[src/rtl/anita3_event_readout.sv]
// anita3_event_readout: drains one completed event buffer word by word onto a
// valid/ready stream, then releases the buffer with a single clr_evt_o pulse
// and waits a programmable holdoff before looking for the next event.
module anita3_event_readout #(
  parameter int unsigned EVENT_WORDS = 16,  // 32-bit words per event, 2..64
  parameter int unsigned HOLDOFF     = 4    // cycles between clear and re-arm, 1..15
) (
  input  logic        clk33_i,
  input  logic        rst_n_i,
  input  logic        enable_i,
  input  logic        evt_ready_i,
  output logic [5:0]  event_addr_o,
  input  logic [31:0] event_dat_i,
  output logic        clr_evt_o,
  output logic [31:0] m_tdata_o,
  output logic        m_tvalid_o,
  input  logic        m_tready_i,
  output logic        m_tlast_o,
  output logic        busy_o,
  output logic [15:0] evt_count_o
);

  typedef enum logic [2:0] {
    IDLE,   // waiting for enable_i && evt_ready_i
    ADDR,   // address presented, buffer read in flight
    LOAD,   // read data valid, capture into the stream register
    SEND,   // word offered downstream until accepted
    CLEAR,  // release the buffer
    HOLD    // give the buffer writer time to drop evt_ready_i
  } state_t;

  localparam logic [5:0] LAST_ADDR = 6'(EVENT_WORDS - 1);
  localparam logic [3:0] HOLD_LAST = 4'(HOLDOFF - 1);

  logic       rst_sync_n;
  state_t     state_q;
  state_t     state_d;
  logic [3:0] hold_cnt_q;
  logic       last_word;

  assign last_word = (event_addr_o == LAST_ADDR);
  assign busy_o    = (state_q != IDLE);

  // Reset asserts immediately but releases through one flop, so every
  // register below leaves reset on the same clean edge.
  always_ff @(posedge clk33_i or negedge rst_n_i) begin
    if (!rst_n_i) rst_sync_n <= 1'b0;
    else          rst_sync_n <= 1'b1;
  end

  // State register.
  // NOTE: clocked state always uses <= so every flop samples pre-edge values;
  // a blocking = here would let later statements see the updated value.
  always_ff @(posedge clk33_i or negedge rst_sync_n) begin
    if (!rst_sync_n) state_q <= IDLE;
    else             state_q <= state_d;
  end

  // Next-state decode. The event is committed once ADDR is entered: enable_i
  // and evt_ready_i are not looked at again until the FSM is back in IDLE.
  always_comb begin
    // NOTE: default assigned before the case so no path leaves state_d
    // unassigned, which would otherwise infer a latch.
    state_d = state_q;
    case (state_q)
      IDLE:    if (enable_i && evt_ready_i) state_d = ADDR;
      ADDR:    state_d = LOAD;
      LOAD:    state_d = SEND;
      SEND:    if (m_tready_i) state_d = last_word ? CLEAR : ADDR;
      CLEAR:   state_d = HOLD;
      HOLD:    if (hold_cnt_q == HOLD_LAST) state_d = IDLE;
      default: state_d = IDLE;
    endcase
  end

  // Stream register and word address: capture in LOAD, hold through SEND,
  // retire on handshake. The address wraps to 0 after the last word so it
  // already reads 0 in CLEAR, HOLD and IDLE.
  always_ff @(posedge clk33_i or negedge rst_sync_n) begin
    if (!rst_sync_n) begin
      event_addr_o <= 6'd0;
      m_tdata_o    <= 32'd0;
      m_tvalid_o   <= 1'b0;
      m_tlast_o    <= 1'b0;
    end else begin
      case (state_q)
        LOAD: begin
          m_tdata_o  <= event_dat_i;
          m_tvalid_o <= 1'b1;
          m_tlast_o  <= last_word;
        end
        SEND: begin
          if (m_tready_i) begin
            m_tvalid_o   <= 1'b0;
            m_tlast_o    <= 1'b0;
            event_addr_o <= last_word ? 6'd0 : event_addr_o + 6'd1;
          end
        end
        default: ;
      endcase
    end
  end

  // Buffer release pulse (high exactly while in CLEAR), event counter and
  // holdoff counter.
  always_ff @(posedge clk33_i or negedge rst_sync_n) begin
    if (!rst_sync_n) begin
      clr_evt_o   <= 1'b0;
      evt_count_o <= 16'd0;
      hold_cnt_q  <= 4'd0;
    end else begin
      clr_evt_o  <= (state_d == CLEAR);
      hold_cnt_q <= (state_q == HOLD) ? hold_cnt_q + 4'd1 : 4'd0;
      if (state_q == CLEAR) evt_count_o <= evt_count_o + 16'd1;
    end
  end

endmodule

[config.mk]
export PLATFORM = sky130hd
export DESIGN_NAME = anita3_event_readout
export DESIGN_NICKNAME = d
export VERILOG_FILES = /design/src/rtl/anita3_event_readout.sv
export SDC_FILE = /design/constraint.sdc
export NUM_CORES = 1
export LEC_CHECK = 0
export BUFFER_PORTS_ARGS = -buffer_cell sky130_fd_sc_hd__clkbuf_2
export CAP_MARGIN = 15
export CORE_MARGIN = 2
export CORE_UTILIZATION = 53
export CTS_CLUSTER_DIAMETER = 150
export CTS_CLUSTER_SIZE = 20
export DETAILED_ROUTE_END_ITERATION = 12
export PLACE_DENSITY = 0.84
export SLEW_MARGIN = 20
export SYNTH_ARGS = -nofsm -noshare
export SYNTH_HDL_FRONTEND = slang
export SYNTH_SLANG_ARGS = --single-unit
[constraint.sdc]
create_clock -name clk33_i -period 3.33 [get_ports clk33_i]
set_clock_uncertainty 0.05 [all_clocks]
set_input_delay 0.666 -clock clk33_i [delete_from_list [all_inputs] [get_ports clk33_i]]
set_output_delay 0.666 -clock clk33_i [all_outputs]
set_load 0.01 [all_outputs]
Yosys cells after proc, flatten, opt, wreduce, memory -nomap -nowiden
Index checks and enable logic that the tools add are counted.
{ "classes": {"n_addsub": 3, "n_eq_ne": 9, "muxes": 10, "reduce_logical": 6} }
{ "op_table": {"columns": ["operator", "n"], "rows": [
  ["$pmux 3 s6", 1],
  ["$add 16x1->16 const B", 1],
  ["$mux 3", 4],
  ["$eq 3x3->1 const B", 3],
  ["$add 6x1->6 const B", 1],
  ["$eq 3x2->1 const B", 2],
  ["$eq 6x4->1 const B", 1],
  ["$mux 6", 1],
  ["$add 4x1->4 const B", 1],
  ["$eq 4x2->1 const B", 1],
  ["$mux 4", 1],
  ["$pmux 1 s2", 2],
  ["$reduce_and 2->1", 2],
  ["$eq 3x1->1 const B", 1],
  ["$logic_not 3->1", 1],
  ["$reduce_bool 3->1", 1],
  ["$ne 2x2->1 const B", 1],
  ["$reduce_bool 2->1", 1],
  ["$logic_and 1x1->1", 1],
  ["$mux 1", 1]
]} }
{ "word_totals": {"reg_bits": 65, "inputBits": 37, "output_inout_bits": 58, "elab_cells": 37} }

Depth between registers and ports, before layout
{ "depth": {"word_depth": 5, "mapped_depth": 6, "depth_no_buf": 5} }

Worst setup path after synthesis
Ideal clock, no wire load.
{ "synth_path": {"path_kind": "reg2out", "startpoint": "register state_q[2]", "endpoint": "output busy_o", "t_arrival_ns": 0.922, "required_ns": 2.614, "slack_ns": 1.692, "path_stages_with_launch": 3, "path_buffers": 1, "cell_sequence": "dfrtp_1 -> buf_2 -> or3_1"} }
{ "synth_via": {"elab_chain_cells": 1} }
{ "synth_rtl": {"columns": ["item", "line_no", "text"], "rows": [
  ["start: declaration", "36", "state_t state_q;"],
  ["start signal: assignment", "56", "else state_q <= state_d;"],
  ["$reduce_bool 3->1", "42", "assign busy_o = (state_q != IDLE);"],
  ["end: declaration", "19", "output logic busy_o,"]
]} }
Every way passes these cells.

Worst setup path in the final report
Same ends and word-level chain as after synthesis.

==> results.json <==
{
  "outcome": "finished, final reports clean",
  "hold_buffers": 0,
  "powerDensity_nw_per_um2": 799,
  "grt_usage_pct": 19.1,
  "clock_sinks": 65,
  "grt_pass1_vias": 1779,
  "ant_nets": 0,
  "critPathKind": "flip-flop to output port",
  "drc": 0,
  "cts_root_buf": "clkbuf_8",
  "cp_slowest_cell": "dfrtp_1",
  "synth_flop_cell": "dfrtp_1",
  "nNetsFinal": 339,
  "tritoncts": "done",
  "syn2layout_area_growth_pct": 26.7,
  "rsz0062_at_grt": "false",
  "synth_edf_count": 0,
  "gp_congestion": 0.764,
  "clk_latency_ns": 0.33,
  "peakVddDrop_uv": 629,
  "start_util_pct": 56.0,
  "fmax_ghz": 0.471,
  "synthTopCellsByArea": "dfrtp_1, mux2_2, xnor2_1",
  "switchingPower_w": 0.000870,
  "rows": 25,
  "cts.reportedPaths.clkPinSlew_ns": 0.07,
  "viasPerCell": 5.06,
  "io_buffers": 94,
  "fin_util_pct": 71.0,
  "regToRegSetupSlack_ns": 1.29,
  "synthTopCellsByCount": "dfrtp_1, mux2_2, nand2_1",
  "pwr-share-comb_pct": 31.3,
  "cp_cell_sequence": "or3_1 > clkbuf_2",
  "ys_seq_area_share_pct": 60.3,
  "dp_hpwl_um": 3780,
  "syn_area_um2": 2700,
  "crit_start": "state_q[2]",
  "timing.rr.start": "state_q[0]",
  "timing.max_cap.violations": 0,
  "cellInternalPower_w": 0.00186,
  "swShare_pct": 31.8,
  "pwr-share-seq_pct": 45.0,
  "vias": 1876,
  "ys_ff_latch": 65,
  "yosys_warnings": 0,
  "rr_endpoint": "m_tdata_o[1]",
  "fillers": 381,
  "syn_nets": 239,
  "drt-pass1-iter-count": 4,
  "p_total_w": 0.00273,
  "wire_per_inst_um": 13.6,
  "drt-total-wl_um": 5040,
  "yosysMostFrequentCell": "dfrtp_1",
  "hold_class": "input pin to async pin",
  "synth_cell_types": 32,
  "h-tree-depth": 3,
  "drv_slew": 0,
  "cts_resized": 0,
  "diodes": 0,
  "fin_setup_tns_ns": 0,
  "yosys.area.top_type": "dfrtp_1",
  "yosys.area.top_type_share_pct": 60.3,
  "max_stage_delay_ns": 0.51,
  "reg2regPathDepth": 3,
  "hold_violations": 0,
  "relSlewSlack_pct": 40.8,
  "endpoint": "busy_o",
  "finalCritPeriodShare_pct": 63.8,
  "drive_gt1_share_pct": 49.7,
  "grt_pass1_wl_um": 7960,
  "async_flop_share_pct": 100,
  "die_area_um2": 5680,
  "power_frac_clock_pct": 23.7,
  "required_ns": 2.61,
  "die_height_um": 75.3,
  "end_kind": "output port",
  "numCtsBuffers": 9,
  "clockBufferDepth": 2,
  "synthCells": 199,
  "grt_max_degree": 43,
  "whs_ns": 0.0435,
  "leakage_nw": 1.73,
  "cts_setup_buffers": 0,
  "min_period_ns": 2.12,
  "grt_overflow_total": 0,
  "core_region_area_um2": 4820,
  "crit_fanout": 9,
  "tightest_slew_ns": 0.888,
  "drtIter0Drc": 42,
  "cp-start-kind": "flip-flop",
  "fp.dieW_um": 75.3,
  "io_pins": 95,
  "cp_data_arrival_time_ns": 1.41,
  "avgSynthCellArea_um2": 13.6,
  "setup_viol": 0,
  "antenna_found_initial": 0
}
-- kinds of logic (layout without fill, tap and decap cells) --
logic type / count (synthesis) / count (layout) / share of synthesized area, %
buf+inv: 8 / 113 / 1.81
fa+ha+maj: 3 / 3 / 1.39
simple gates: 60 / 60 / 13.9
xor+xnor: 19 / 19 / 6.17
flops: 65 / 65 / 60.3
other cells: 1 / 1 / 0.139
mux: 35 / 35 / 14.6
compound gates: 8 / 8 / 1.76
-- registers in the layout, indices dropped and copies added (netlist names) --
name          flops
evt_count_o      16
state_q           3
event_addr_o      6
m_tlast_o         1
hold_cnt_q        4
m_tdata_o        32
rst_sync_n        1
m_tvalid_o        1
clr_evt_o         1
-- layout by cell type (no fill, tap or decap), types with 2 or more instances in the layout --
| cell type | n |
|---|---|
| clkbuf_2 | 94 |
| dfrtp_1 | 64 |
| mux2_2 | 32 |
| nand2_1 | 17 |
| xnor2_1 | 12 |
| clkbuf_8 | 10 |
| nor2_1 | 9 |
| nand3_1 | 9 |
| xor2_1 | 7 |
| nand4_1 | 6 |
| o21ai_0 | 4 |
| and3_1 | 4 |
| clkinv_2 | 4 |
| nor2b_1 | 3 |
| nor3_1 | 3 |
| ha_1 | 3 |
| mux2_1 | 2 |
| buf_4 | 2 |
-- per-layer routing --
metal	part of all wire [%]	track usage, %	wire length (um)	vias up
li1	-	-	-	895
met1	41	23.2	2040	920
met2	53	31.4	2650	56
met3	5.6	6.75	283	5
met4	1.2	7.60	61	0
met5	0	0	0	-
-- power by group through the flow --
stage / Clock [W] / Combinational [W] / Sequential [W]
after floorplan: 0 / 0.000469 / 0.00131
after global placement: 0 / 0.000843 / 0.00122
after detailed placement: 0 / 0.000873 / 0.00124
after CTS: 0.000666 / 0.000874 / 0.00123
after global routing: 0.000705 / 0.000944 / 0.00127
final: 0.000647 / 0.000856 / 0.00123
-- stage by stage --
| step | setup slack, ns | instance area, um2 | std cells |
|---|---|---|---|
| after floorplan | 1.31 | 2700 | 199 |
| after global placement | 1.33 | 3220 | 355 |
| after detailed placement | 1.27 | 3220 | 355 |
| after CTS | 1.19 | 3420 | 371 |
| after global routing | 1.15 | 3420 | 371 |
| final | 1.21 | 3420 | 371 |
-- how the worst min path moves through the flow --
| stage | start | endpoint | slack [ns] | cells after the start |
|---|---|---|---|---|
| after global placement | rst_sync_n | m_tdata_o[7] | 0.37 | 0 |
| after global routing | rst_n_i | rst_sync_n | 0.02 | 1 |
| after floorplan | rst_n_i | rst_sync_n | 0.32 | 0 |
| after detailed placement | rst_sync_n | event_addr_o[5] | 0.38 | 0 |
| after CTS | rst_n_i | rst_sync_n | 0.03 | 1 |
| final | rst_n_i | rst_sync_n | 0.04 | 1 |
-- worst max-delay path, delay by kind of cell (launching register included) --
kind                   cells  cell delay (ns)
flip-flops                 1             0.51
AND/OR/NAND/NOR            1             0.43
buffers and inverters      1             0.14
-- final cells by class --
type / count / area, um2 / area share, %
clock buffers: 10 / 138 / 4.03
repair buffers: 96 / 485 / 14.2
well taps: 67 / 83.8 / 2.45
clock inverters: 6 / 57.6 / 1.68
multi-input cells: 126 / 1020 / 29.9
inverters: 1 / 3.75 / 0.110
flip-flops and latches: 65 / 1630 / 47.6
Power figures use the tool's default switching activity.
